[config.mk]
export PLATFORM = sky130hd
export DESIGN_NAME = mc_maindec
export DESIGN_NICKNAME = d
export VERILOG_FILES = /design/src/rtl/mc_maindec_pkg.sv /design/src/rtl/mc_maindec_outdec.sv /design/src/rtl/mc_maindec.sv
export SDC_FILE = /design/constraint.sdc
export NUM_CORES = 1
export LEC_CHECK = 0
export CAP_MARGIN = 20
export CORE_AREA = 4 4 41 43
export DETAILED_ROUTE_END_ITERATION = 12
export DIE_AREA = 0 0 45 47
export GPL_TIMING_DRIVEN = 0
export PLACE_DENSITY = 0.76
export SLEW_MARGIN = 20
export SYNTH_ARGS = -nofsm -noshare
export SYNTH_HDL_FRONTEND = slang
export SYNTH_SLANG_ARGS = --single-unit
[constraint.sdc]
create_clock -name clk -period 3.2 [get_ports clk]
set_clock_uncertainty 0.05 [all_clocks]
set_input_delay 0.48 -clock clk [delete_from_list [all_inputs] [get_ports clk]]
set_output_delay 0.48 -clock clk [all_outputs]
set_load 0.005 [all_outputs]
[src/rtl/mc_maindec_pkg.sv]
// Shared encodings for the multicycle main decoder, ALU decoder and datapath.
package mc_maindec_pkg;

    // Controller states; values 12..15 are unused and recover to fetch.
    typedef enum logic [3:0] {
        StFetch   = 4'd0,
        StDecode  = 4'd1,
        StMemAdr  = 4'd2,
        StMemRd   = 4'd3,
        StMemWb   = 4'd4,
        StMemWr   = 4'd5,
        StRtypeEx = 4'd6,
        StRtypeWb = 4'd7,
        StBeqEx   = 4'd8,
        StAddiEx  = 4'd9,
        StAddiWb  = 4'd10,
        StJEx     = 4'd11
    } state_e;

    localparam logic [5:0] OP_RTYPE = 6'b000000;
    localparam logic [5:0] OP_LW    = 6'b100011;
    localparam logic [5:0] OP_SW    = 6'b101011;
    localparam logic [5:0] OP_BEQ   = 6'b000100;
    localparam logic [5:0] OP_ADDI  = 6'b001000;
    localparam logic [5:0] OP_J     = 6'b000010;

    localparam logic [1:0] ALUOP_ADD   = 2'b00;
    localparam logic [1:0] ALUOP_SUB   = 2'b01;
    localparam logic [1:0] ALUOP_FUNCT = 2'b10;

    localparam logic [1:0] ALUSRCB_REG   = 2'b00;
    localparam logic [1:0] ALUSRCB_FOUR  = 2'b01;
    localparam logic [1:0] ALUSRCB_IMM   = 2'b10;
    localparam logic [1:0] ALUSRCB_IMMSH = 2'b11;

    localparam logic [1:0] PCSRC_ALU    = 2'b00;
    localparam logic [1:0] PCSRC_ALUOUT = 2'b01;
    localparam logic [1:0] PCSRC_JUMP   = 2'b10;

    // 15-bit control word produced for every state.
    typedef struct packed {
        logic       iord;
        logic       alusrca;
        logic       regdst;
        logic       memtoreg;
        logic       irwrite;
        logic       pcwrite;
        logic       branch;
        logic       memwrite;
        logic       regwrite;
        logic [1:0] alusrcb;
        logic [1:0] pcsrc;
        logic [1:0] aluop;
    } ctrl_t;

    function automatic logic op_supported(input logic [5:0] op);
        case (op)
            OP_RTYPE, OP_LW, OP_SW, OP_BEQ, OP_ADDI, OP_J: op_supported = 1'b1;
            default:                                      op_supported = 1'b0;
        endcase
    endfunction

endpackage

[src/rtl/mc_maindec_outdec.sv]
// State to control-word decoder for the multicycle main decoder.
module mc_maindec_outdec
    import mc_maindec_pkg::*;
(
    input  state_e state,
    output ctrl_t  ctrl
);

    // Moore decode; anything not set for a state (or an unused encoding) stays 0.
    always_comb begin
        ctrl = '0;
        case (state)
            StFetch: begin
                ctrl.alusrcb = ALUSRCB_FOUR;
                ctrl.irwrite = 1'b1;
                ctrl.pcwrite = 1'b1;
            end
            StDecode: ctrl.alusrcb = ALUSRCB_IMMSH;
            StMemAdr: begin
                ctrl.alusrca = 1'b1;
                ctrl.alusrcb = ALUSRCB_IMM;
            end
            StMemRd: ctrl.iord = 1'b1;
            StMemWb: begin
                ctrl.memtoreg = 1'b1;
                ctrl.regwrite = 1'b1;
            end
            StMemWr: begin
                ctrl.iord     = 1'b1;
                ctrl.memwrite = 1'b1;
            end
            StRtypeEx: begin
                ctrl.alusrca = 1'b1;
                ctrl.aluop   = ALUOP_FUNCT;
            end
            StRtypeWb: begin
                ctrl.regdst   = 1'b1;
                ctrl.regwrite = 1'b1;
            end
            StBeqEx: begin
                ctrl.alusrca = 1'b1;
                ctrl.aluop   = ALUOP_SUB;
                ctrl.pcsrc   = PCSRC_ALUOUT;
                ctrl.branch  = 1'b1;
            end
            StAddiEx: begin
                ctrl.alusrca = 1'b1;
                ctrl.alusrcb = ALUSRCB_IMM;
            end
            StAddiWb: ctrl.regwrite = 1'b1;
            StJEx: begin
                ctrl.pcsrc   = PCSRC_JUMP;
                ctrl.pcwrite = 1'b1;
            end
            default: ctrl = '0;
        endcase
    end

endmodule

[src/rtl/mc_maindec.sv]
// Multicycle main decoder: state register, next-state logic, sticky illegal flag.
module mc_maindec
    import mc_maindec_pkg::*;
(
    input  logic       clk,
    input  logic       reset,
    input  logic [5:0] op,
    output logic       iord,
    output logic       alusrca,
    output logic       regdst,
    output logic       memtoreg,
    output logic       irwrite,
    output logic       pcwrite,
    output logic       branch,
    output logic       memwrite,
    output logic       regwrite,
    output logic [1:0] alusrcb,
    output logic [1:0] pcsrc,
    output logic [1:0] aluop,
    output logic       illegal
);

    state_e state_q, state_d;
    logic   illegal_q;
    ctrl_t  ctrl;

    // Next-state selection; op is only consulted in decode and memory-address states.
    always_comb begin
        state_d = StFetch;
        case (state_q)
            StFetch:  state_d = StDecode;
            StDecode: begin
                case (op)
                    OP_LW, OP_SW: state_d = StMemAdr;
                    OP_RTYPE:     state_d = StRtypeEx;
                    OP_BEQ:       state_d = StBeqEx;
                    OP_ADDI:      state_d = StAddiEx;
                    OP_J:         state_d = StJEx;
                    default:      state_d = StFetch;
                endcase
            end
            StMemAdr:  state_d = (op == OP_SW) ? StMemWr : StMemRd;
            StMemRd:   state_d = StMemWb;
            StRtypeEx: state_d = StRtypeWb;
            StAddiEx:  state_d = StAddiWb;
            default:   state_d = StFetch;
        endcase
    end

    // State register and sticky illegal-opcode flag.
    always_ff @(posedge clk or posedge reset) begin
        if (reset) begin
            state_q   <= StFetch;
            illegal_q <= 1'b0;
        end else begin
            state_q <= state_d;
            if (state_q == StDecode && !op_supported(op)) begin
                illegal_q <= 1'b1;
            end
        end
    end

    mc_maindec_outdec u_outdec (
        .state (state_q),
        .ctrl  (ctrl)
    );

    // Mux selects pass straight through; write enables are held off during reset so no
    // write can land while the machine is being forced back to fetch.
    assign iord     = ctrl.iord;
    assign alusrca  = ctrl.alusrca;
    assign regdst   = ctrl.regdst;
    assign memtoreg = ctrl.memtoreg;
    assign alusrcb  = ctrl.alusrcb;
    assign pcsrc    = ctrl.pcsrc;
    assign aluop    = ctrl.aluop;
    assign irwrite  = ctrl.irwrite  & ~reset;
    assign pcwrite  = ctrl.pcwrite  & ~reset;
    assign branch   = ctrl.branch   & ~reset;
    assign memwrite = ctrl.memwrite & ~reset;
    assign regwrite = ctrl.regwrite & ~reset;
    assign illegal  = illegal_q;

endmodule

After elaboration in Yosys (flattened, before gate mapping) --
Index checks and enable logic that the tools add are counted.
Word-level totals: output and inout bits 16, logic and storage cells 51, register bits after elaboration 5, input bits 8
Operators by class: reduce and logical (&&, ||, !) cells 11, bitwise logic cells 6, equality and inequality tests 16, mux-type cells 16
Operators with widths (count):
- 4-bit case mux with 6 select lines | 1
- 4-bit case mux with 5 select lines | 1
- 4-bit by 3-bit == test with 1-bit output (second input constant) | 4
- 4-bit == test (second input constant) | 4
- 6-bit == test (second input constant) | 2
- 1-bit two-way mux | 10
- 4-bit by 2-bit == test with 1-bit output (second input constant) | 2
- 2-bit case mux with 2 select lines | 2
- 2-bit OR reduction | 4
- 6-bit by 2-bit == test with 1-bit output (second input constant) | 1
- 6-bit by 3-bit == test with 1-bit output (second input constant) | 1
- 6-bit by 4-bit == test with 1-bit output (second input constant) | 1
- 6-bit logical NOT | 1
- 2-bit case mux with 3 select lines | 1
- 6-bit OR reduction | 1
- 1-bit bitwise AND | 5
- 4-bit by 1-bit == test with 1-bit output (second input constant) | 1
- 4-bit logical NOT | 1
- 4-bit OR reduction | 1
- 3-bit two-way mux | 1
- 3-bit OR reduction | 1
- 1-bit logical AND | 1
- 1-bit logical NOT | 1
- 1-bit NOT | 1

Longest topological paths before layout --
word-level depth 5, gate-level depth with buffers 4, gate-level depth less buffers 3

Hierarchy --
From an unflattened synthesis, not the netlist that was laid out.
Second synthesis, totals: cell total of the unflattened synthesis 69, area, all modules 583.1 um^2
Modules (own cells, without submodules):
- mc_maindec | area each 377.9 um^2, seq. area each 125.1 um^2, times used 1, cells an instance 39
- mc_maindec_outdec | area each 205.2 um^2, seq. area each 0.0 um^2, times used 1, cells an instance 30

Worst setup path after synthesis --
OpenSTA, ideal clock, no wires.
path kind reg-to-output, start point register state_q[0], end point output port pcsrc[0], slack 1656 ps, path buffers 2, data required time 2670 ps, stages on the path, launching flop included 5, data arrival time 1014 ps, cells stage by stage dfrtp_1 or2_1 clkbuf_1 nor2_1 buf_4
On the way: cells in the longest elaborated chain, start to end 2, elaborated cells between the ends (all ways) 3, those cells by class eq/ne: 2; mux: 1
Ends and longest elaborated chain:
- start: declaration | line mc_maindec.sv:23 | state_e state_q, state_d;
- start signal: assignment | line mc_maindec.sv:53 | state_q <= StFetch;
- start signal: assignment | line mc_maindec.sv:56 | state_q <= state_d;
- 4-bit == test | line mc_maindec_outdec.sv:12 | case (state)
- 2-bit case mux with 2 select lines * | line mc_maindec_outdec.sv:12
- end: declaration | line mc_maindec.sv:18 | output logic [1:0] pcsrc,
Every way passes the cells marked *; elsewhere a longest branch is shown, timed or not.

Final worst setup path --
start point input port reset, end point output port pcwrite
On the way: cells in the longest elaborated chain, start to end 2
Ends and longest elaborated chain:
- start: declaration | line mc_maindec.sv:6 | input logic reset,
- 1-bit NOT | line mc_maindec.sv:78 | assign pcwrite = ctrl.pcwrite & ~reset;
- 1-bit bitwise AND | line mc_maindec.sv:78
- end: declaration | line mc_maindec.sv:13 | output logic pcwrite,
No other way between the ends.

==> summary by stage <==
Outcome
The flow ran to the end, and the final reports show no timing, DRC or antenna violations.

Setup path
The launching element type of the critical path is an input port. STA classifies the critical path endpoint as an output pin. The maximum fanout encountered on the critical timing path is 7.

Data on the critical path arrives at its endpoint at 1.87 ns. For the worst setup path, the data required time is 2.67 ns. The critical path class is input port to output pin.

Placement
The count of buffers inserted at the top-level ports is 22. At the end of routability-driven placement, the weighted congestion stood at 0.8277. Detailed placement finished with a half-perimeter wire length of 1114 um. The area after detailed placement is 777.0 um2.

Synth
Summing the sequential cell areas from Yosys gives 23.26% of the chip area. The post-synthesis cell type with the largest combined area is sky130_fd_sc_hd__dfrtp_1. The count of distinct cell types in the synthesized netlist is 34. After synthesis, the mean cell area works out to 8.030 um2.

The register bit count reported by yosys is 5. The cell count after synthesis came out at 67. In the synthesized netlist the dominant register cell turns out to be sky130_fd_sc_hd__dfrtp_1.

The number of synthesis warnings is 0. The post-synthesis cell area is 538.0 um2. Counting every net in the synthesized netlist gives 75.

Yosys attributes the largest share of cell area to sky130_fd_sc_hd__dfrtp_1, sky130_fd_sc_hd__nor3_1, sky130_fd_sc_hd__clkbuf_8, sky130_fd_sc_hd__nor2_1, sky130_fd_sc_hd__xor2_1. The async set-reset flop share out of synthesis is 100.0%. The portion of synthesized cell area occupied by the leading cell type is 23.26%. The number of enable flip-flop cells after synthesis is 0.

STA
The clock period could shrink to 2.400 ns. Derived from the worst setup path, the maximum achievable clock frequency is 416.7 MHz. The final number of hold-violating endpoints is 0. Setup repair after global routing left no endpoint under its margin. After layout, the worst path uses 74.99% of the clock period. Setup violations remaining at the end of the flow were counted as 0.

The final number of max-transition violations is 0. The post-route worst hold slack is 0.4503 ns. At the pin with the least slew margin, the transition time is 0.3478 ns. The worst-case headroom to the max-slew limit is 76.73%. The aggregate negative setup slack is 0 ns.

Floorplanning
The die is 45 um wide. The die covers 2115 um2. The height of the chip is 47 um. The floorplan has 13 rows. The count of boundary I/O pins is 24. The initial core utilization is 41.35%.

The placeable core region is 1301 um2.

Clock tree
The worst-skew pair later-pin latency is 0.24 ns. The longest clock path from root to sink contains 2 buffers. Clock tree synthesis selected as its root buffer the cell sky130_fd_sc_hd__clkbuf_4. Clock-pin slew was measured on the worst setup and hold paths at 0.04 ns. The clock tree from TritonCTS is done.

CTS built an H-tree with a depth of 1. The hold buffer count at CTS is 0. The count of clock tree sinks is 5. In this run, CTS created clock tree buffers numbering 3. In this run, post-CTS repair resized a total of 0 instances. After clock tree synthesis, the setup repair step added 0 buffers.

Routing
The routed length per placed instance is 12.74 um. Once detail routing completed, the nets flagged for antenna violations numbered 0. The detailed-router iteration count before antenna repair is 4. For this block, the via count after detailed routing is 597.

The detailed router put a total of 599 um of wire on met1. The wire length on met2 is 694 um. The wire length after detailed routing is 1376 um. In this run, the number of DRC markers left after iteration 0 of detailed routing was 10. The number of remaining DRC errors is 0.

The top layer used by detailed routing is met4. The detail-routed via count per cell is 5.528. The detailed-routed wire length on met3 is 68 um.

Pwr
Summed over all cells, the static leakage comes to 0.3049 nW. The fraction of power consumed by the clock network is 14.8%. The net switching power of the design is 0.1885 mW. The net switching fraction of the power is 38.90%. The internal power is 0.2961 mW.

Per report_power, the combinational group accounts for 66.7% of the total. The highest ir drop seen on vdd is 0.2819 mV. The share of total power dissipated in sequential elements is 18.5%. For this design the ratio of total power to cell area is 603.3 nW/um2.

Finish
The number of diodes is 0. From synthesis to final layout, the design area changed by 49.30%. The number of filler cells placed in the layout is 142. The final design area excluding fillers is 803.3 um2. For this run, the post-layout net count is 102. The post-layout utilization of the core is 61.73%.

Of the cells placed in the final design, the portion with a size suffix greater than 1 is 15.05%.

GRT
The initial antenna violation count is 0. The aggregate global-route resource usage is 14.93%. The pin count of the biggest net entering global routing is 11. The first-pass GRT wire length is 2352 um.

The via count of the first global-routing pass is 567. The sum of overflow across all layers after global routing is 0.

Run
The tool flagged a number of max-cap violations equal to 0.

Hold path
The worst min-delay path category is flip-flop to flip-flop.
state kept, by name (all words and copies together), names as in the netlist:
signal,cells
state_q,4
illegal,1
cell usage in the layout, fill, tap and decap left out, drive strengths merged:
| master | n |
|---|---|
| a211oi | 1 |
| a21oi | 4 |
| a221oi | 1 |
| a311oi | 1 |
| a31o | 1 |
| a41o | 1 |
| and3 | 3 |
| buf | 4 |
| clkbuf | 7 |
| clkdlybuf4s50 | 22 |
| dfrtp | 5 |
| inv | 4 |
| nand2 | 3 |
| nand2b | 2 |
| nand3 | 1 |
| nand3b | 1 |
| nand4 | 1 |
| nor2 | 7 |
| nor3 | 8 |
| nor4 | 2 |
| o2111ai | 1 |
| o211ai | 2 |
| o21a | 1 |
| o21ai | 4 |
| or2 | 1 |
| or3b | 2 |
| xor2 | 3 |
layer usage:
layer  track usage, %  vias up
met5                0        -
met4            5.263        0
met3            3.448        2
met2            27.40       24
met1            16.86      275
li1                 -      296
path summary, 6_finish.rpt:
path,from,to,slack [ns],cells after the start
hold reg to reg,illegal$_DFFE_PP0P_,illegal$_DFFE_PP0P_,0.45,1
max in group asynchronous,reset,state_q[3]$_DFF_PP0_,2.40,2
hold / removal,illegal$_DFFE_PP0P_,illegal$_DFFE_PP0P_,0.45,1
min in group asynchronous,reset,state_q[2]$_DFF_PP0_,0.52,2
setup / recovery,reset,pcwrite,0.80,4
setup reg to reg,state_q[0]$_DFF_PP0_,state_q[1]$_DFF_PP0_,1.95,3
kinds of logic after synthesis:
family	synth area share (%)
buffers and inverters	15.11
AOI/OAI and AO/OA	23.49
xor gates and xnor gates	4.885
and+or+nand+nor	33.26
DFF	23.26
critical path, stage by stage:
cell and delay, ns:
sky130_fd_sc_hd__clkdlybuf4s50_1 0.47, sky130_fd_sc_hd__inv_1 0.22, sky130_fd_sc_hd__and3_1 0.20, sky130_fd_sc_hd__clkdlybuf4s50_1 0.50
power by group through the flow:
stage                     Clock, mW  Combinational [mW]  Sequential [mW]
after floorplan                   0               0.197           0.0882
after global placement            0               0.319           0.0900
after detailed placement          0               0.324           0.0911
after CTS                    0.0733               0.325           0.0901
after global routing         0.0813               0.349           0.0927
final                        0.0716               0.323           0.0898
area by class of cell:
class | count | area [um2] | share of cell area, %
Timing Repair Buffer | 22 | 220.2 | 27.41
Multi-Input combinational cell | 51 | 331.6 | 41.28
Tap cell | 15 | 18.77 | 2.336
Inverter | 4 | 15.01 | 1.869
Clock buffer | 4 | 26.28 | 3.271
Buffer | 7 | 66.31 | 8.255
Sequential cell | 5 | 125.1 | 15.58
per-stage QoR:
step,power [mW],worst slack [ns],cells
floorplan,0.2854,1.656,67
global placement,0.4094,0.8055,104
detailed placement,0.4155,0.7944,104
CTS,0.4883,0.7944,108
global route,0.5235,0.7167,108
finish,0.4846,0.8002,108
synthesized netlist by cell type (2+ instances only):
master,instances
sky130_fd_sc_hd__a21oi_1,4
sky130_fd_sc_hd__and3_1,2
sky130_fd_sc_hd__buf_6,2
sky130_fd_sc_hd__clkbuf_8,2
sky130_fd_sc_hd__dfrtp_1,5
sky130_fd_sc_hd__inv_1,4
sky130_fd_sc_hd__nand2_1,3
sky130_fd_sc_hd__nor2_1,7
sky130_fd_sc_hd__nor3_1,8
sky130_fd_sc_hd__o21ai_0,3
sky130_fd_sc_hd__or3b_1,2
sky130_fd_sc_hd__xor2_1,3
(Power assumes the default switching activity.)
==> patch 1: new RTL, config.mk and constraints unchanged <==
Put a register stage on the output `irwrite`, with the module's reset. The value now appears one clock later. The other outputs are not delayed to match.
--- a/src/rtl/mc_maindec.sv
+++ b/src/rtl/mc_maindec.sv
@@ -20,4 +20,6 @@
     output logic       illegal
 );
+
+    logic irwrite_d;
 
     state_e state_q, state_d;
@@ -75,5 +77,5 @@
     assign pcsrc    = ctrl.pcsrc;
     assign aluop    = ctrl.aluop;
-    assign irwrite  = ctrl.irwrite  & ~reset;
+    assign irwrite_d = ctrl.irwrite  & ~reset;
     assign pcwrite  = ctrl.pcwrite  & ~reset;
     assign branch   = ctrl.branch   & ~reset;
@@ -82,4 +84,12 @@
     assign illegal  = illegal_q;
 
+    always_ff @(posedge clk or posedge reset) begin
+        if (reset) begin
+            irwrite <= '0;
+        end else begin
+            irwrite <= irwrite_d;
+        end
+    end
+
 endmodule
 
Function: changed (Yosys sat finds a counterexample within 4 cycles, from zero or initial values and one cycle with reset high).
==> patch 1 against the unedited design <==
Routed wire length fell by 6.8%. Cell count fell by 3.7%. Sequential power rose by 27%. Hold slack got worse by 0.037 ns. Sequential share of layout area rose by 4.4 points. Highest routed layer unchanged. Core utilization fell by 3.8 points. Largest power group unchanged. Setup slack got worse by 0.058 ns. Cell area fell by 6.2%. Non-clock buffer count fell by 2. Sequential cell count rose by 1. Power fell by 9.1%. Area after synthesis fell by 8.6%. Global-route usage fell by 0.41 points.
==> patch 1: results (changes against the unedited design) <==
qor: drt.pre_antenna_drt_iters 3 [-1]
qor: synth.synth.cells.most_frequent nor3_1 (9), nor2_1 (8), dfrtp_1 (6)
qor: outcome.outcome finished, final reports clean
qor: critical_path.r2r_cells 5 [+2]
qor: place.pre_cts_setup_slack 0.935 ns [+0.140 ns]
qor: global_route.grt_pass1_wl 2.22 mm [-5.6%]
qor: layout.num-fill-cells 134 [-5.6%]
qor: global_route.grt_use_total 14.5% [-0.41 points]
qor: layout.finish.cell_count_without_fillers 104 [-3.7%]
qor: synth.ys_seq_area_share 30.5% [+7.3 points]
qor: pwr.vdd_drop_max 0.363 mV [+29%]
qor: place.placedInstanceArea 731 um2 [-6.0%]
qor: global_route.vias_in_the_first_global_route 532 [-6.2%]
qor: critical_path.crit_path_start state_q[1]
qor: sta.max_slew_margin 81.9% [+5.2 points]
qor: drt.drt_first_iter_violations 2 [-8]
qor: synth.area_contributors_post_synth dfrtp_1 (31%), nor3_1 (9.2%), nor2_1 (6.1%), a211oi_1 (4.6%), a21oi_1 (4.1%)
qor: global_route.met3_usage 6.13% [+2.7 points]
qor: place.routabilityCongestion 0.815 [-1.5%]
qor: synth.synthCells 64 [-4.5%]
qor: synth.synth_cell_types 29 [-15%]
qor: drt.wire_per_inst 12.3 um [-3.2%]
qor: critical_path.crit_arrival 1.93 ns [+0.06 ns]
qor: global_route.grt_util_met1 15.9% [-0.96 points]
qor: synth.postSynthNetCount 72 [-4.0%]
[patch 1: through the flow]
stage / utilization, % / power [uW] / hold slack [ns]
floorplan: - / 251 / 0.221
global placement: 56.2 / 369 / 0.424
detailed placement: 56.2 / 373 / 0.408
CTS: 57.9 / 446 / 0.417
global route: 57.9 / 482 / 0.451
finish: 57.9 / 441 / 0.414
[patch 1: cells by family after synthesis]
group	count (synthesis)	synth area share [%]
buf+inv	9	8.65
simple gates	30	31.8
compound gates	14	19.3
xor+xnor	3	5.34
flops	6	30.5
mux	2	4.33
[patch 1: cell type report]
cell class              count  share of cell area [%]
multi-input cells          49                    39.7
repair buffers             22                    29.2
flip-flops and latches      6                    19.9
plain buffers               5                    3.65
clock buffers               3                    2.99
well taps                  15                    2.49
inverters                   4                    1.99
[patch 1: final timing paths]
kind / endpoint / slack (ns)
worst max-delay path: pcwrite / 0.74
worst min-delay path: illegal / 0.41
worst max register to register: illegal / 1.94
worst min register to register: illegal / 0.41
max in group asynchronous: state_q[1] / 2.36
min in group asynchronous: state_q[2] / 0.56
[patch 1: layer usage]
layer	part of all wire, %	vias up
met5	0	-
met4	1.9	0
met3	8.9	5
met2	46	23
met1	43	250
li1	-	284
[patch 1: critical path, cell delays in order (launching register included)]
cell and delay (ns):
dfrtp_1 0.34, buf_2 0.17, inv_2 0.12, nand2_2 0.11, mux2_2 0.27, nor3_1 0.15, clkdlybuf4s50_1 0.53
[patch 1: where the power goes]
group	leakage [uW]	total (uW)	switching (uW)	internal, uW
logic	0.000195	258	128	130
clock network	0.0000138	69.0	26.6	42.4
registers	0.0000748	114	18.6	95.0
==> patch 2: new RTL, config.mk and constraints unchanged <==
Without the edit above. The 12 states of `state_e` get a Gray code encoding in 4 bits.
--- a/src/rtl/mc_maindec_pkg.sv
+++ b/src/rtl/mc_maindec_pkg.sv
@@ -4,16 +4,16 @@
     // Controller states; values 12..15 are unused and recover to fetch.
     typedef enum logic [3:0] {
-        StFetch   = 4'd0,
-        StDecode  = 4'd1,
-        StMemAdr  = 4'd2,
-        StMemRd   = 4'd3,
-        StMemWb   = 4'd4,
-        StMemWr   = 4'd5,
-        StRtypeEx = 4'd6,
-        StRtypeWb = 4'd7,
-        StBeqEx   = 4'd8,
-        StAddiEx  = 4'd9,
-        StAddiWb  = 4'd10,
-        StJEx     = 4'd11
+        StFetch   = 4'b0000,
+        StDecode  = 4'b0001,
+        StMemAdr  = 4'b0011,
+        StMemRd   = 4'b0010,
+        StMemWb   = 4'b0110,
+        StMemWr   = 4'b0111,
+        StRtypeEx = 4'b0101,
+        StRtypeWb = 4'b0100,
+        StBeqEx   = 4'b1100,
+        StAddiEx  = 4'b1101,
+        StAddiWb  = 4'b1111,
+        StJEx     = 4'b1110
     } state_e;
 
Formal check against the unedited RTL: same outputs for any inputs over 10 cycles, from zero or initial values and one cycle with reset high; not proved beyond that.
==> patch 2 against the unedited design <==
Routed wire length increased by 5.6%. Power grew 18%. Maximum frequency down 10%. Cell area decreased by 4.4%. Global-route usage is 1.4 points higher. Highest routed layer unchanged. Area after synthesis down 8.4%. Setup slack worse by 0.27 ns. Sequential cell count did not move.
==> patch 2: results (changes against the unedited design) <==
qor: drt.drt_first_iter_violations 14 [+4]
qor: outcome.outcome finished, final reports clean
qor: critical_path.crit_arrival 2.14 ns [+0.27 ns]
qor: drt.drt-met1-wl 661 um [+10%]
qor: critical_path.crit-reg2reg-capture state_q[2]
qor: synth.synth_cell_types 31 [-8.8%]
qor: global_route.grt_util_met1 20.6% [+3.7 points]
qor: drt.wirelength 1.45 mm [+5.6%]
qor: place.pre_cts_setup_slack 0.802 ns [+0.00711 ns]
qor: sta.timing.fmax 375 MHz [-10%]
qor: clock_network.clock_latency 0.26 ns [+0.02 ns]
qor: drt.dr_total_vias 612 [+2.5%]
qor: layout.area_of_combinational_cells_with_multiple_inputs 335 um2 [+1.1%]
qor: place.routabilityCongestion 0.870 [+5.1%]
qor: layout.nonClockBufferCount 28 [-3.4%]
qor: pwr.power_combinational 398 uW [+23%]
qor: pwr.p_leak 0.000289 uW [-5.2%]
qor: layout.finish.cell_count_without_fillers 109 [+0.93%]
qor: critical_path.r2r_cells 5 [+2]
qor: place.dpl.hpwl 1.13 mm [+1.8%]
qor: layout.num-nonclk-inverters 3 [-1]
qor: synth.synth.cells.most_frequent nor2_1 (8), nor3_1 (7), and3_1 (5), dfrtp_1 (5), nand2_1 (4)
qor: pwr.seq_pwr 95.4 uW [+6.2%]
qor: critical_path.start_kind flop
qor: place.placement.io_buffers 23 [+4.5%]
qor: critical_path.crit_fanout 10 [+3]
qor: drt.met2WireLength 688 um [-0.86%]
[patch 2: changes by cell type in the layout (fill, tap and decap cells not counted), sizes merged, moves of 2 or more]
cell / change
and3: +2
buf: -2
a21oi: -2
xor2: -2
o21ai: -3
or3b: -2
[patch 2: logic make-up after synthesis]
group / Yosys count / share of synthesized area [%]
adder cells (fa/ha/maj): 1 / 2.28
buffers and inverters: 8 / 6.60
XOR/XNOR: 2 / 3.55
flip-flops: 5 / 25.4
AND/OR/NAND/NOR: 38 / 41.1
AO/OA/AOI/OAI: 13 / 21.1
[patch 2: worst max-delay path, cell delays in order, from the launching register on]
cell	delay, ns
dfrtp_1	0.31
clkbuf_1	0.29
clkbuf_1	0.37
and3_1	0.21
nor2_1	0.04
nor3_1	0.14
clkdlybuf4s50_1	0.53
